## src/rtl/instr_fetch_unit.sv

```systemverilog
// Instruction fetch unit: PC, IR and OldPC for the multicycle RISC-V datapath.
// Optional misaligned-PC fault via macro FETCH_ALIGN_CHECK_EN.
module instr_fetch_unit #(
    parameter int              XLEN     = 64,
    parameter int              INST_W   = 64,
    parameter logic [XLEN-1:0] RESET_PC = '0,
    parameter int              PC_STEP  = 4
) (
    input  logic              clk,
    input  logic              rst,
    input  logic              fetch_start,
    input  logic              pc_write,
    input  logic [XLEN-1:0]   pc_next,
    output logic              imem_req,
    output logic [XLEN-1:0]   imem_addr,
    input  logic              imem_ready,
    input  logic              imem_rvalid,
    input  logic [INST_W-1:0] imem_rdata,
    output logic [INST_W-1:0] inst,
    output logic [XLEN-1:0]   pc,
    output logic [XLEN-1:0]   old_pc,
    output logic              inst_valid,
`ifdef FETCH_ALIGN_CHECK_EN
    output logic              fetch_fault,
`endif
    output logic              busy
);

    typedef enum logic [1:0] {
        S_IDLE = 2'd0,
        S_REQ  = 2'd1,
        S_WAIT = 2'd2
    } state_t;

    localparam logic [XLEN-1:0] W_STEP = XLEN'(PC_STEP);

    state_t              r_state;
    state_t              w_next;
    logic [XLEN-1:0]     r_pc;
    logic [XLEN-1:0]     r_old_pc;
    logic [INST_W-1:0]   r_inst;
    logic                r_inst_valid;
    logic                w_start_ok;
    logic                w_idle_wr;
    logic                w_done;

    assign w_idle_wr = (r_state == S_IDLE) && pc_write;
    assign w_done    = (r_state == S_WAIT) && imem_rvalid;

`ifdef FETCH_ALIGN_CHECK_EN
    logic            r_fault;
    logic [XLEN-1:0] w_fetch_pc;
    logic            w_misalign;

    // Fetch address as seen by a same-cycle pc_write; gate starts on alignment
    always_comb begin
        w_fetch_pc = pc_write ? pc_next : r_pc;
        w_misalign = (w_fetch_pc[1:0] != 2'b00);
        w_start_ok = fetch_start && !r_fault && !w_misalign;
    end

    // Sticky fault: set by a misaligned start, cleared by an idle pc_write
    always_ff @(posedge clk or posedge rst) begin
        if (rst) begin
            r_fault <= 1'b0;
        end else if (r_state == S_IDLE) begin
            if (fetch_start && !r_fault && w_misalign)
                r_fault <= 1'b1;
            else if (pc_write)
                r_fault <= 1'b0;
        end
    end

    assign fetch_fault = r_fault;
`else
    assign w_start_ok = fetch_start;
`endif

    // State register
    always_ff @(posedge clk or posedge rst) begin
        if (rst)
            r_state <= S_IDLE;
        else
            r_state <= w_next;
    end

    // Next-state decode
    always_comb begin
        w_next = r_state;
        case (r_state)
            S_IDLE: if (w_start_ok && (r_state == S_IDLE)) w_next = S_REQ;
            S_REQ:  if (imem_ready) w_next = S_WAIT;
            S_WAIT: if (imem_rvalid) w_next = S_IDLE;
            default: w_next = S_IDLE;
        endcase
    end

    // PC: loaded from the result mux in IDLE, stepped on fetch completion
    always_ff @(posedge clk or posedge rst) begin
        if (rst)
            r_pc <= RESET_PC;
        else if (w_idle_wr)
            r_pc <= pc_next;
        else if (w_done)
            r_pc <= r_pc + W_STEP;
    end

    // Instruction register and OldPC capture on completion
    always_ff @(posedge clk or posedge rst) begin
        if (rst) begin
            r_inst   <= '0;
            r_old_pc <= RESET_PC;
        end else if (w_done) begin
            r_inst   <= imem_rdata;
            r_old_pc <= r_pc;
        end
    end

    // inst_valid drops on an accepted start and rises on completion
    always_ff @(posedge clk or posedge rst) begin
        if (rst)
            r_inst_valid <= 1'b0;
        else if (w_done)
            r_inst_valid <= 1'b1;
        else if ((r_state == S_IDLE) && w_start_ok)
            r_inst_valid <= 1'b0;
    end

    assign imem_req   = (r_state == S_REQ);
    assign imem_addr  = r_pc;
    assign busy       = (r_state != S_IDLE);
    assign inst       = r_inst;
    assign pc         = r_pc;
    assign old_pc     = r_old_pc;
    assign inst_valid = r_inst_valid;

endmodule

```

## config.mk

```make
export PLATFORM = sky130hd
export DESIGN_NAME = instr_fetch_unit
export DESIGN_NICKNAME = d
export VERILOG_FILES = /design/src/rtl/instr_fetch_unit.sv
export SDC_FILE = /design/constraint.sdc
export NUM_CORES = 1
export LEC_CHECK = 0
export ABC_AREA = 1
export BUFFER_PORTS_ARGS = -buffer_cell sky130_fd_sc_hd__buf_2
export CELL_PAD_IN_SITES_DETAIL_PLACEMENT = 0
export CELL_PAD_IN_SITES_GLOBAL_PLACEMENT = 1
export CORE_ASPECT_RATIO = 0.6
export CORE_MARGIN = 2
export CORE_UTILIZATION = 34
export DETAILED_ROUTE_END_ITERATION = 8
export GPL_TIMING_DRIVEN = 1
export PLACE_DENSITY_LB_ADDON = 0.15
export SYNTH_ARGS = -nofsm -noshare
export SYNTH_HDL_FRONTEND = slang
export SYNTH_SLANG_ARGS = --single-unit
```

## constraint.sdc

```tcl
create_clock -name clk -period 6.25 [get_ports clk]
set_clock_uncertainty 0.2 [all_clocks]
set_input_delay 0 -clock clk [delete_from_list [all_inputs] [get_ports clk]]
set_output_delay 0 -clock clk [all_outputs]
set_load 0.03 [all_outputs]
```

### Word level (Yosys, flattened, before mapping)

Cells that the tools add are included.

* output and inout bits: 259
* bits in registers: 195

* mux-type cells: 8
* add/subtract/negate cells: 1
* reduce and logical (&&, ||, !) cells: 8
* eq/ne operators: 5

Operators by type and width (number)
* 64-bit two-way mux: 2
* 64-bit by 3-bit adder with 64-bit output (second input constant): 1
* 2-bit two-way mux: 3
* 2-bit one-hot mux with 3 select lines: 1
* 2-bit nonzero test: 3
* 2-bit by 1-bit != test with 1-bit output (second input constant): 2
* 1-bit logical AND: 3
* 3-bit AND reduction: 1
* 2-bit by 1-bit equality test with 1-bit output (second input constant): 1
* 2-bit equality test (second input constant): 1
* 2-bit logical NOT: 1
* 1-bit two-way mux: 2
* 2-bit != test (second input constant): 1

### Logic depth before layout (Yosys ltp)

* word-level depth: 4
* depth in mapped cells: 11
* mapped depth without buffers: 11

### Worst setup path after synthesis

No wires, ideal clock.

* path type: register -> register
* start point: register r_pc[3] (netlist: imem_addr[3])
* end point: register r_pc[34] (netlist: imem_addr[34])
* required time: 5.907 ns
* data arrival time: 1.620 ns
* stages on the path, launching flop included: 11
* slack: 4.287 ns
* cell sequence: dfrtp_1 ha_1 nand2_2 nor2_2 nand2_2 nor2_4 nand2_1 clkinv_1 nand2_1 nand3_1 o211ai_1

* cells in the longest elaborated chain, start to end: 3

RTL lines
* from (decl): line 39 `logic [XLEN-1:0] r_pc;`
* from (signal assigned): line 103 `r_pc <= pc_next;`
* from (signal assigned): line 105 `r_pc <= r_pc + W_STEP;`
* 64-bit by 3-bit adder with 64-bit output: line 105
* 64-bit two-way mux: line 104 `else if (w_done)`
* 64-bit two-way mux: line 102 `else if (w_idle_wr)`

No other way between the ends. The select of a mux whose other input is x is not followed.
A chain may end at the register's enable or synchronous reset.

### Worst setup path in the final report

* start point: register r_state[1]
* end point: register r_pc[2] (netlist: imem_addr[2])

* cells in the longest elaborated chain, start to end: 3

RTL lines
* from (decl): line 37 `state_t r_state;`
* from (signal assigned): line 84 `r_state <= w_next;`
* 2-bit equality test / 2-bit logical NOT (equally long branches): line 48, 47
* 1-bit logical AND, on equally long branches: line 48, 47
* 2-bit nonzero test (no line) / 64-bit two-way mux (equally long branches)

Several ways; a longest one is shown, not always the timed one.

==> results.py <==
metrics = {
    "drt": {
        "drtIter0Drc": 922,
        "vias": 10600,
        "drtPass1Iterations": 5,
        "drt_wl_total_um": 40400,
        "wl_per_cell_um": 18.0,
        "drc": 0,
        "antenna_left": 0,
        "post_drt_via_cell_ratio": 4.73,
    },
    "floorplanning": {
        "start_util": 0.349,
        "die_w_um": 227,
        "dieHeight_um": 138,
        "io_pins": 393,
        "core-area_um2": 29000,
        "die_area_um2": 31300,
        "rows": 48,
    },
    "worst_setup_path": {
        "cp-end-kind": "register",
        "cp-start-kind": "register",
        "crit_path_top_delay_cell": "buf_4",
        "path_cells": "nor2_1, nand2_2, buf_4, inv_2, nand2_1, o21ai_0, nand2_1, dlygate4sd3_1, o21ai_0, dlygate4sd3_1",
        "rrSetupSlack_ps": 2530,
        "critPathMaxFanout": 69,
        "slowest_delay_ps": 640,
        "r2r.worst_path.cells": 10,
        "cp_data_arrival_time_ps": 3870,
        "critPathLaunch": "r_state[1]",
        "cp.required_ps": 6400,
        "r2r_end": "imem_addr[2]",
        "critPathKind": "reg -> reg",
        "r2r-start": "r_state[1]",
    },
    "synthesis": {
        "avgSynthCellArea_um2": 7.33,
        "syn_nets": 1517,
        "async_flop_share": 1.00,
        "yosysTopAreaCell": "dfrtp_1",
        "syn_inst": 1382,
        "syn_area_um2": 10100,
        "synth_common_cells": "nand2_1 (591), dfrtp_1 (195), nor2_1 (167)",
        "yosysWarnings": 0,
        "synthFlopType": "dfrtp_1",
        "synthTopCellsByArea": "dfrtp_1 (48%), nand2_1 (22%), nor2_1 (6.2%)",
        "yosysMostFrequentCell": "nand2_1",
        "ys_seq_elements": 195,
        "ys_seq_area_frac": 0.481,
        "synth_edf_count": 0,
        "synth_top_area_frac": 0.481,
        "synth.distinct_cells": 30,
    },
    "clock_network": {
        "clock_latency_ps": 460,
        "root_buffer": "clkbuf_16",
        "cts_resized": 0,
        "clkTransAtPathRegs_ps": 80,
        "cts_setup_buffers": 0,
        "cts_hold_buf": 136,
        "cts_made_buffers": 17,
        "cts_buffer_depth": 2,
        "cts_tree": "built",
        "cts_max_level": 4,
        "clock_sinks": 195,
    },
    "hold_path": {
        "hp-class": "in -> async",
    },
    "timing": {
        "slew_headroom": 0.328,
        "rsz0062_at_grt": "false",
        "timing.final.crit_share": 0.595,
        "setup_tns_ps": 0,
        "setup_viol": 0,
        "min_period_ps": 3720,
        "finalHoldViolCount": 0,
        "report.final.slew_viol_count": 0,
        "fmax_ghz": 0.269,
        "tightest_slew_ps": 1010,
    },
    "global_route": {
        "grt_max_degree": 125,
        "grt_pass1_wl_um": 59600,
        "grt.overflow.total": 0,
        "grt_pass1_vias": 9714,
        "antenna_found_initial": 1,
        "grt_usage": 0.258,
    },
    "pwr": {
        "p_per_area_nw_per_um2": 557,
        "leakagePower_nw": 7.45,
        "power_mw": 7.77,
        "peakVddDrop_mv": 0.267,
    },
    "place": {
        "dpl.hpwl_um": 29700,
        "place.gp.congestion": 0.895,
        "portBuffers": 392,
    },
    "status": {
        "status": "complete, no violations",
    },
    "final_layout": {
        "fillers": 3006,
        "multi_input_area_um2": 4240,
        "seq_area_um2": 4880,
        "layout-drive-gt1-share": 0.257,
        "nets": 1958,
        "area_growth_pct": 37.6,
    },
    "job": {
        "maxCapViolations": 0,
    },
}
==> layout make-up <==
class                           instances  share of cell area
Antenna cell                            1            0.000179
Clock buffer                           21              0.0337
Clock inverter                         11              0.0107
Inverter                               88              0.0244
Multi-Input combinational cell        987               0.304
Sequential cell                       195               0.350
Tap cell                              400              0.0359
Timing Repair Buffer                  534               0.241
==> placed cells by master, fill, tap and decap left out, drive strengths merged <==
cell	instances
a211oi	5
a21oi	6
a22o	1
a31oi	1
buf	398
bufinv	3
clkbuf	21
clkinv	6
dfrtp	195
diode	1
dlygate4sd3	136
ha	1
inv	90
nand2	604
nand3	67
nand4	13
nor2	188
nor3	8
o2111ai	8
o211ai	13
o21a	5
o21ai	54
o22ai	12
o31ai	1
==> flip-flops by register name, summed over array words and instances, names as in the netlist <==
register	flops
imem_addr	64
inst	64
inst_valid	1
old_pc	64
r_state	2
==> metrics by stage <==
| step | setup slack, ps | utilization | hold slack (ps) | instances | area (µm²) |
|---|---|---|---|---|---|
| after floorplan | 738 | - | -103 | 1382 | 10100 |
| after global placement | 3550 | 0.413 | -8.30 | 2068 | 12000 |
| after detailed placement | 3490 | 0.413 | -3.37 | 2068 | 12000 |
| after CTS | 2560 | 0.481 | 38.4 | 2236 | 13900 |
| after global routing | 2240 | 0.481 | 56.9 | 2236 | 13900 |
| final | 2530 | 0.481 | 39.9 | 2237 | 13900 |
==> worst max path at each step <==
stage,to,slack [ps],cells after the start
after CTS,imem_addr[2],2560,10
after global placement,inst[17],3550,7
after detailed placement,inst[21],3490,7
after global routing,imem_addr[2],2240,10
final,imem_addr[2],2530,10
after floorplan,imem_addr[0],740,1
==> routing by layer <==
layer | track usage | share of wire | vias up
li1 | - | - | 5161
met1 | 0.401 | 0.50 | 5015
met2 | 0.357 | 0.41 | 385
met3 | 0.0567 | 0.074 | 26
met4 | 0.0563 | 0.0096 | 0
met5 | 0 | 0 | -
==> where the power goes <==
group	internal [mW]	switching, mW	leakage (nW)
Clock	0.666	0.531	0.308
Sequential	1.83	0.693	2.43
Combinational	1.10	2.95	4.71
Total	3.60	4.17	7.45
==> cell families after synthesis <==
family	count (synthesis)	share of synthesized area
adder cells (fa/ha/maj)	1	0.00123
AO/OA/AOI/OAI	106	0.0632
buffers and inverters	200	0.101
flip-flops	195	0.481
AND/OR/NAND/NOR	880	0.353
==> worst max-delay path: cells and delay by family, from the launching register on <==
kind	cells	cell delay, ps
AND/OR/NAND/NOR	4	430
buffers and inverters	4	2340
flip-flops	1	440
AO/OA/AOI/OAI	2	160
(Power assumes the default switching activity.)
